$ cat config.mk
export PLATFORM = sky130hd
export DESIGN_NAME = sh7604_mac_issue
export DESIGN_NICKNAME = d
export VERILOG_FILES = /design/src/rtl/sh7604_mac_issue_pkg.sv /design/src/rtl/sh7604_mac_opdec.sv /design/src/rtl/sh7604_mac_issue.sv
export SDC_FILE = /design/constraint.sdc
export NUM_CORES = 1
export LEC_CHECK = 0
export ABC_CLOCK_PERIOD_IN_PS = 6350
export CAP_MARGIN = 20
export CORE_UTILIZATION = 45
export CTS_CLUSTER_DIAMETER = 40
export CTS_CLUSTER_SIZE = 12
export DETAILED_ROUTE_END_ITERATION = 8
export GPL_TIMING_DRIVEN = 1
export MAX_ROUTING_LAYER = met4
export PLACE_DENSITY = 0.81
export SYNTH_ARGS = -nofsm -noshare
export SYNTH_HDL_FRONTEND = slang
export SYNTH_SLANG_ARGS = --single-unit
$ cat constraint.sdc
create_clock -name i_clk -period 6.35 [get_ports i_clk]
set_clock_uncertainty 0.15 [all_clocks]
set_input_delay 1.27 -clock i_clk [delete_from_list [all_inputs] [get_ports i_clk]]
set_output_delay 1.27 -clock i_clk [all_outputs]
set_load 0.02 [all_outputs]
$ cat src/rtl/sh7604_mac_issue_pkg.sv
// Shared types for the SH7604 CPU-to-multiplier command issuer.
// Op encodings, issuer states and the decoded-op record.
package sh7604_mac_issue_pkg;

   typedef enum logic [3:0] {
      OP_STS    = 4'b0000,
      OP_MULL   = 4'b0001,
      OP_DMULU  = 4'b0010,
      OP_DMULS  = 4'b0011,
      OP_LDS    = 4'b0100,
      OP_MULUW  = 4'b0110,
      OP_MULSW  = 4'b0111,
      OP_LDSM   = 4'b1000,
      OP_MACL   = 4'b1001,
      OP_MACW   = 4'b1011,
      OP_CLRMAC = 4'b1111
   } MacOp_t;

   typedef enum logic [2:0] {
      IDLE,
      WR_A,
      WR_B,
      RD,
      ACKS
   } MacIssSt_t;

   localparam logic [1:0] SEL_NONE = 2'b00;
   localparam logic [1:0] SEL_MACL = 2'b01;
   localparam logic [1:0] SEL_MACH = 2'b10;

   // mem_op marks MAC.L/MAC.W: those carry addresses and the saturation flag.
   typedef struct packed {
      logic       needs_a;
      logic       needs_b;
      logic       is_read;
      logic [1:0] sel_b;
      logic       pack_w;
      logic       mem_op;
   } MacDec_t;

   function automatic logic [31:0] packWord(input logic [15:0] lo, input logic [15:0] hi);
      return {hi, lo};
   endfunction

endpackage

$ cat src/rtl/sh7604_mac_opdec.sv
// Combinational op decoder: maps a MAC-class op code onto the bus steps it needs
// and the select used for its final write.
module sh7604_mac_opdec
   import sh7604_mac_issue_pkg::*;
(
   input  logic [3:0] i_op,
   input  logic [1:0] i_dst,
   output MacDec_t    o_dec
);

   always_comb begin
      o_dec = '0;
      case (i_op)
         OP_STS: begin
            o_dec.is_read = 1'b1;
         end
         OP_MULL, OP_DMULU, OP_DMULS: begin
            o_dec.needs_a = 1'b1;
            o_dec.needs_b = 1'b1;
            o_dec.sel_b   = SEL_MACH;
         end
         OP_LDS, OP_LDSM: begin
            o_dec.needs_b = 1'b1;
            o_dec.sel_b   = i_dst;
         end
         OP_MULUW, OP_MULSW: begin
            o_dec.needs_b = 1'b1;
            o_dec.sel_b   = SEL_MACH;
            o_dec.pack_w  = 1'b1;
         end
         OP_MACL, OP_MACW: begin
            o_dec.needs_a = 1'b1;
            o_dec.needs_b = 1'b1;
            o_dec.sel_b   = SEL_MACH;
            o_dec.mem_op  = 1'b1;
         end
         OP_CLRMAC: begin
            o_dec.needs_b = 1'b1;
            o_dec.sel_b   = SEL_MACL;
         end
         default: begin
            o_dec = '0;
         end
      endcase
   end

endmodule

$ cat src/rtl/sh7604_mac_issue.sv
// Initiator side of the SH7604 CPU-to-multiplier command port: sequences one
// MAC-class op onto the multiplier bus and returns a single ACK strobe.
module sh7604_mac_issue
   import sh7604_mac_issue_pkg::*;
(
   input  logic        i_clk,
   input  logic        i_rst_n,
   input  logic        i_ce_r,
   input  logic        i_en,
   input  logic        i_req,
   input  logic [3:0]  i_op,
   input  logic        i_sat,
   input  logic [1:0]  i_dst,
   input  logic [31:0] i_opa,
   input  logic [31:0] i_opb,
   input  logic [31:0] i_addra,
   input  logic [31:0] i_addrb,
   output logic        o_ack,
   output logic [31:0] o_rdata,
   output logic [1:0]  o_mac_sel,
   output logic [3:0]  o_mac_op,
   output logic        o_mac_s,
   output logic        o_mac_we,
   output logic [31:0] o_mac_a,
   output logic [31:0] o_mac_do,
   input  logic [31:0] i_mac_di,
   input  logic        i_mac_busy
);

   MacIssSt_t   r_state, w_nxt_state;
   MacDec_t     w_dec;

   logic        r_ack, w_nxt_ack;
   logic [31:0] r_rdata, w_nxt_rdata;
   logic [1:0]  r_sel, w_nxt_sel;
   logic [3:0]  r_op, w_nxt_op;
   logic        r_s, w_nxt_s;
   logic [31:0] r_a, w_nxt_a;
   logic [31:0] r_do, w_nxt_do;
   logic        r_we, w_nxt_we;
   logic [1:0]  r_b_sel, w_nxt_b_sel;
   logic [31:0] r_b_a, w_nxt_b_a;
   logic [31:0] r_b_do, w_nxt_b_do;

   logic        w_step;
   logic        w_wr_done;
   logic [31:0] w_b_a;
   logic [31:0] w_b_do;

   sh7604_mac_opdec u_opdec (
      .i_op  (i_op),
      .i_dst (i_dst),
      .o_dec (w_dec)
   );

   assign w_step    = i_ce_r & i_en;
   assign w_wr_done = w_step & r_we & ~i_mac_busy;

   // Final-write payload is fixed at accept time, so operands need not be held by the pipeline.
   assign w_b_a  = w_dec.mem_op ? i_addrb : '0;
   assign w_b_do = w_dec.pack_w  ? packWord(i_opa[15:0], i_opb[15:0]) :
                   w_dec.needs_a ? i_opb : i_opa;

   always_comb begin
      w_nxt_state = r_state;
      w_nxt_ack   = r_ack;
      w_nxt_rdata = r_rdata;
      w_nxt_sel   = r_sel;
      w_nxt_op    = r_op;
      w_nxt_s     = r_s;
      w_nxt_a     = r_a;
      w_nxt_do    = r_do;
      w_nxt_we    = r_we;
      w_nxt_b_sel = r_b_sel;
      w_nxt_b_a   = r_b_a;
      w_nxt_b_do  = r_b_do;

      case (r_state)
         IDLE: begin
            if (w_step && i_req) begin
               w_nxt_op    = i_op;
               w_nxt_s     = w_dec.mem_op & i_sat;
               w_nxt_b_sel = w_dec.sel_b;
               w_nxt_b_a   = w_b_a;
               w_nxt_b_do  = w_b_do;
               if (w_dec.needs_a) begin
                  w_nxt_state = WR_A;
                  w_nxt_sel   = SEL_MACL;
                  w_nxt_a     = w_dec.mem_op ? i_addra : '0;
                  w_nxt_do    = i_opa;
                  w_nxt_we    = 1'b1;
               end else if (w_dec.needs_b) begin
                  w_nxt_state = WR_B;
                  w_nxt_sel   = w_dec.sel_b;
                  w_nxt_a     = w_b_a;
                  w_nxt_do    = w_b_do;
                  w_nxt_we    = 1'b1;
               end else if (w_dec.is_read) begin
                  w_nxt_state = RD;
                  w_nxt_sel   = i_dst;
                  w_nxt_a     = '0;
                  w_nxt_do    = '0;
                  w_nxt_we    = 1'b0;
               end else begin
                  w_nxt_state = ACKS;
                  w_nxt_ack   = 1'b1;
                  w_nxt_op    = '0;
                  w_nxt_s     = 1'b0;
               end
            end
         end
         WR_A: begin
            if (w_wr_done) begin
               w_nxt_state = WR_B;
               w_nxt_sel   = r_b_sel;
               w_nxt_a     = r_b_a;
               w_nxt_do    = r_b_do;
            end
         end
         WR_B: begin
            if (w_wr_done) begin
               w_nxt_state = ACKS;
               w_nxt_ack   = 1'b1;
               w_nxt_sel   = SEL_NONE;
               w_nxt_op    = '0;
               w_nxt_s     = 1'b0;
               w_nxt_a     = '0;
               w_nxt_do    = '0;
               w_nxt_we    = 1'b0;
            end
         end
         RD: begin
            if (w_step && !i_mac_busy) begin
               w_nxt_state = ACKS;
               w_nxt_ack   = 1'b1;
               w_nxt_rdata = i_mac_di;
               w_nxt_sel   = SEL_NONE;
               w_nxt_op    = '0;
            end
         end
         ACKS: begin
            if (w_step) begin
               w_nxt_state = IDLE;
               w_nxt_ack   = 1'b0;
            end
         end
         default: begin
            w_nxt_state = IDLE;
         end
      endcase
   end

   always_ff @(posedge i_clk or negedge i_rst_n) begin
      if (!i_rst_n) begin
         r_state <= IDLE;
         r_ack   <= 1'b0;
         r_rdata <= '0;
         r_sel   <= SEL_NONE;
         r_op    <= '0;
         r_s     <= 1'b0;
         r_a     <= '0;
         r_do    <= '0;
         r_we    <= 1'b0;
         r_b_sel <= SEL_NONE;
         r_b_a   <= '0;
         r_b_do  <= '0;
      end else begin
         r_state <= w_nxt_state;
         r_ack   <= w_nxt_ack;
         r_rdata <= w_nxt_rdata;
         r_sel   <= w_nxt_sel;
         r_op    <= w_nxt_op;
         r_s     <= w_nxt_s;
         r_a     <= w_nxt_a;
         r_do    <= w_nxt_do;
         r_we    <= w_nxt_we;
         r_b_sel <= w_nxt_b_sel;
         r_b_a   <= w_nxt_b_a;
         r_b_do  <= w_nxt_b_do;
      end
   end

   // Select stays driven under BUSY; only the strobe is withheld.
   assign o_mac_we  = r_we & i_en & ~i_mac_busy;
   assign o_ack     = r_ack;
   assign o_rdata   = r_rdata;
   assign o_mac_sel = r_sel;
   assign o_mac_op  = r_op;
   assign o_mac_s   = r_s;
   assign o_mac_a   = r_a;
   assign o_mac_do  = r_do;

endmodule

==> flow_summary.toml <==
[run_status]
outcome = "completed"

[detailed_routing]
vias = 7566
wl_mm = 25.4
ant_nets = 0
wl_per_cell_um = 19.5
drc = 0
first_iter_violations = 656
drtPass1Iterations = 5
via_per_inst = 5.80

[yosys]
syn_area_per_cell_um2 = 10.5
netlist.top_cell.by_area = "dfrtp_1"
synth_cell_type_count = 59
synth_commonest_cells = "dfrtp_1 (174), nand2_1 (136), nand3_1 (66)"
synthCells = 812
synth_edf_count = 0
ys_seq_elements = 174
ys_warn_count = 0
synthTopCellsByArea = "dfrtp_1 (51%), mux2_1 (6.6%), nand2_1 (6.0%), mux2_2 (4.6%), nand3_1 (3.9%)"
async_flop_share_pct = 100
synth_top_area_share_pct = 51.0
yosysMostFrequentCell = "dfrtp_1"
syn-cell-area_um2 = 8540
ys.flop_type = "dfrtp_1"
yosysSeqAreaShare_pct = 51.0
syn_nets = 985

[clock_tree]
root_buffer = "clkbuf_16"
clock_latency_ns = 0.43
cts_sinks = 174
holdBufCountCts = 0
postCtsSetupBuffers = 0
postCtsResizedCells = 0
clkTransAtPathRegs_ns = 0.07
h-tree-depth = 4
clockBufferDepth = 2
cts-buffers-inserted = 17
cts_tree = "done"

[final_layout]
syn_to_final_growth_pct = 40.7
final_cells = 1304
layout-drive-gt1-share_pct = 10.6
final_nets = 1229

[place]
dp_cells = 1270
dp_hpwl_mm = 17.3
io_buffer_count = 277
gp_congestion = 0.913

[timing]
grt_setup_unrepaired = "no"
fin_crit_ns = 4.40
slew_headroom_pct = 24.4
tightest_slew_ns = 1.13
hold_viol = 0
timing.setup.tns_ns = 0
slew_viol_final = 0
setup_violations = 0
fmax_ghz = 0.227
finalCritPeriodShare_pct = 69.3

[setup_path]
cp_data_required_time_ns = 6.52
critPathLaunchType = "input port"
arrival_ns = 4.57
cp_max_fo = 28
crit_type = "in -> reg"
crit_path_end_kind = "register"

[pwr]
power.leakage_uw = 0.00538
p_per_area_nw_per_um2 = 393
ir_drop_uv = 208

[grt]
grt_pass1_wl_mm = 40.0
grt_use_total_pct = 27.1
antenna_found_initial = 1
grt_max_degree = 101
grt_pass1_vias = 7526
overflow = 0

[flow_run]
max_cap_viol_count = 0

[floorplanning]
die_y_um = 140
dieArea_um2 = 19500
start_util_pct = 45.8
fp-row-count = 50
chipWidth_um = 140
coreArea_um2 = 18600
ios = 278

[hold_path]
hp-class = "reg -> reg"
## state kept, by name (all words and copies together) (netlist names)
signal     cells
r_we           1
o_rdata       32
o_ack          1
o_mac_a       32
o_mac_s        1
o_mac_sel      2
r_b_do        32
r_b_sel        2
r_b_a         32
o_mac_op       4
r_state        3
o_mac_do      32
## kinds of logic (layout without fill, tap and decap cells)
kind of cell / after synthesis / after routing / share of synthesized area, %
AND/OR/NAND/NOR: 256 / 256 / 13.7
AO/OA/AOI/OAI: 187 / 187 / 17.1
flip-flops: 174 / 174 / 51.0
multiplexers: 101 / 101 / 13.1
buffers and inverters: 91 / 348 / 4.82
XOR/XNOR: 2 / 2 / 0.205
adder cells (fa/ha/maj): 1 / 1 / 0.117
other: 0 / 1 / 0
## report_power, final
group          internal (uW)  total, uW  switching, uW
clock                    515       1000            488
combinational            949       1950           1000
sequential              1510       1770            257
## cells in the final DEF, fill, tap and decap left out, types with 15 or more instances in the layout
cell type,n
clkbuf_16,17
mux2_2,35
o311a_1,16
inv_1,20
buf_4,18
nand2_1,136
mux2_1,50
dfrtp_1,174
nand3_1,65
o21ai_0,38
a32o_1,18
mux2i_1,16
clkdlybuf4s50_1,276
a31oi_1,18
o311ai_0,15
a22o_1,32
nor3_1,18
## worst max-delay path: stages
cell and delay, ns:
clkdlybuf4s50_1 0.68, o22a_1 0.37, a211oi_4 0.70, or2_2 0.74, buf_4 0.41, mux2_2 0.38
## per-layer routing
metal  track usage [%]  vias to the layer above  part of all wire [%]
li1                  -                     3465                     -
met2              41.8                      369                    47
met4              11.6                        0                   3.3
met3              7.33                       60                   8.1
met1              33.4                     3672                    41
met5                 -                        -                     0
## final cells by class
cell class / instances / area (um2)
antenna: 1 / 2.50
sequential: 174 / 4350
inverter: 20 / 75.1
tap: 234 / 293
timing repair buffer: 296 / 2930
clock buffer: 18 / 429
fill: 1543 / 6620
multi-input combinational: 547 / 3810
clock inverter: 14 / 129
## metrics by stage
stage / setup slack (ns) / power [uW] / hold slack (ns) / utilization [%] / area [um2]
finish: 1.95 / 4720 / 0.320 / 64.5 / 12000
global route: 1.76 / 4970 / 0.345 / 64.5 / 12000
CTS: 2.00 / 4740 / 0.322 / 64.4 / 12000
detailed placement: 1.55 / 3730 / 0.306 / 61.4 / 11400
global placement: 1.64 / 3680 / 0.299 / 61.4 / 11400
floorplan: 3.36 / 2820 / 0.289 / - / 8540
## worst paths after layout
path	start	endpoint	slack [ns]	cells past startpoint
setup / recovery	i_op[3]	o_mac_do[4]	1.95	6
hold / removal	r_b_a[25]	r_b_a[25]	0.32	2
setup reg to reg	r_state[0]	o_mac_do[4]	2.78	5
hold reg to reg	r_b_a[25]	r_b_a[25]	0.32	2
max in group asynchronous	i_rst_n	o_rdata[30]	4.02	2
min in group asynchronous	i_rst_n	o_mac_do[25]	0.77	1
No activity file was read; power rests on OpenSTA's default activity.
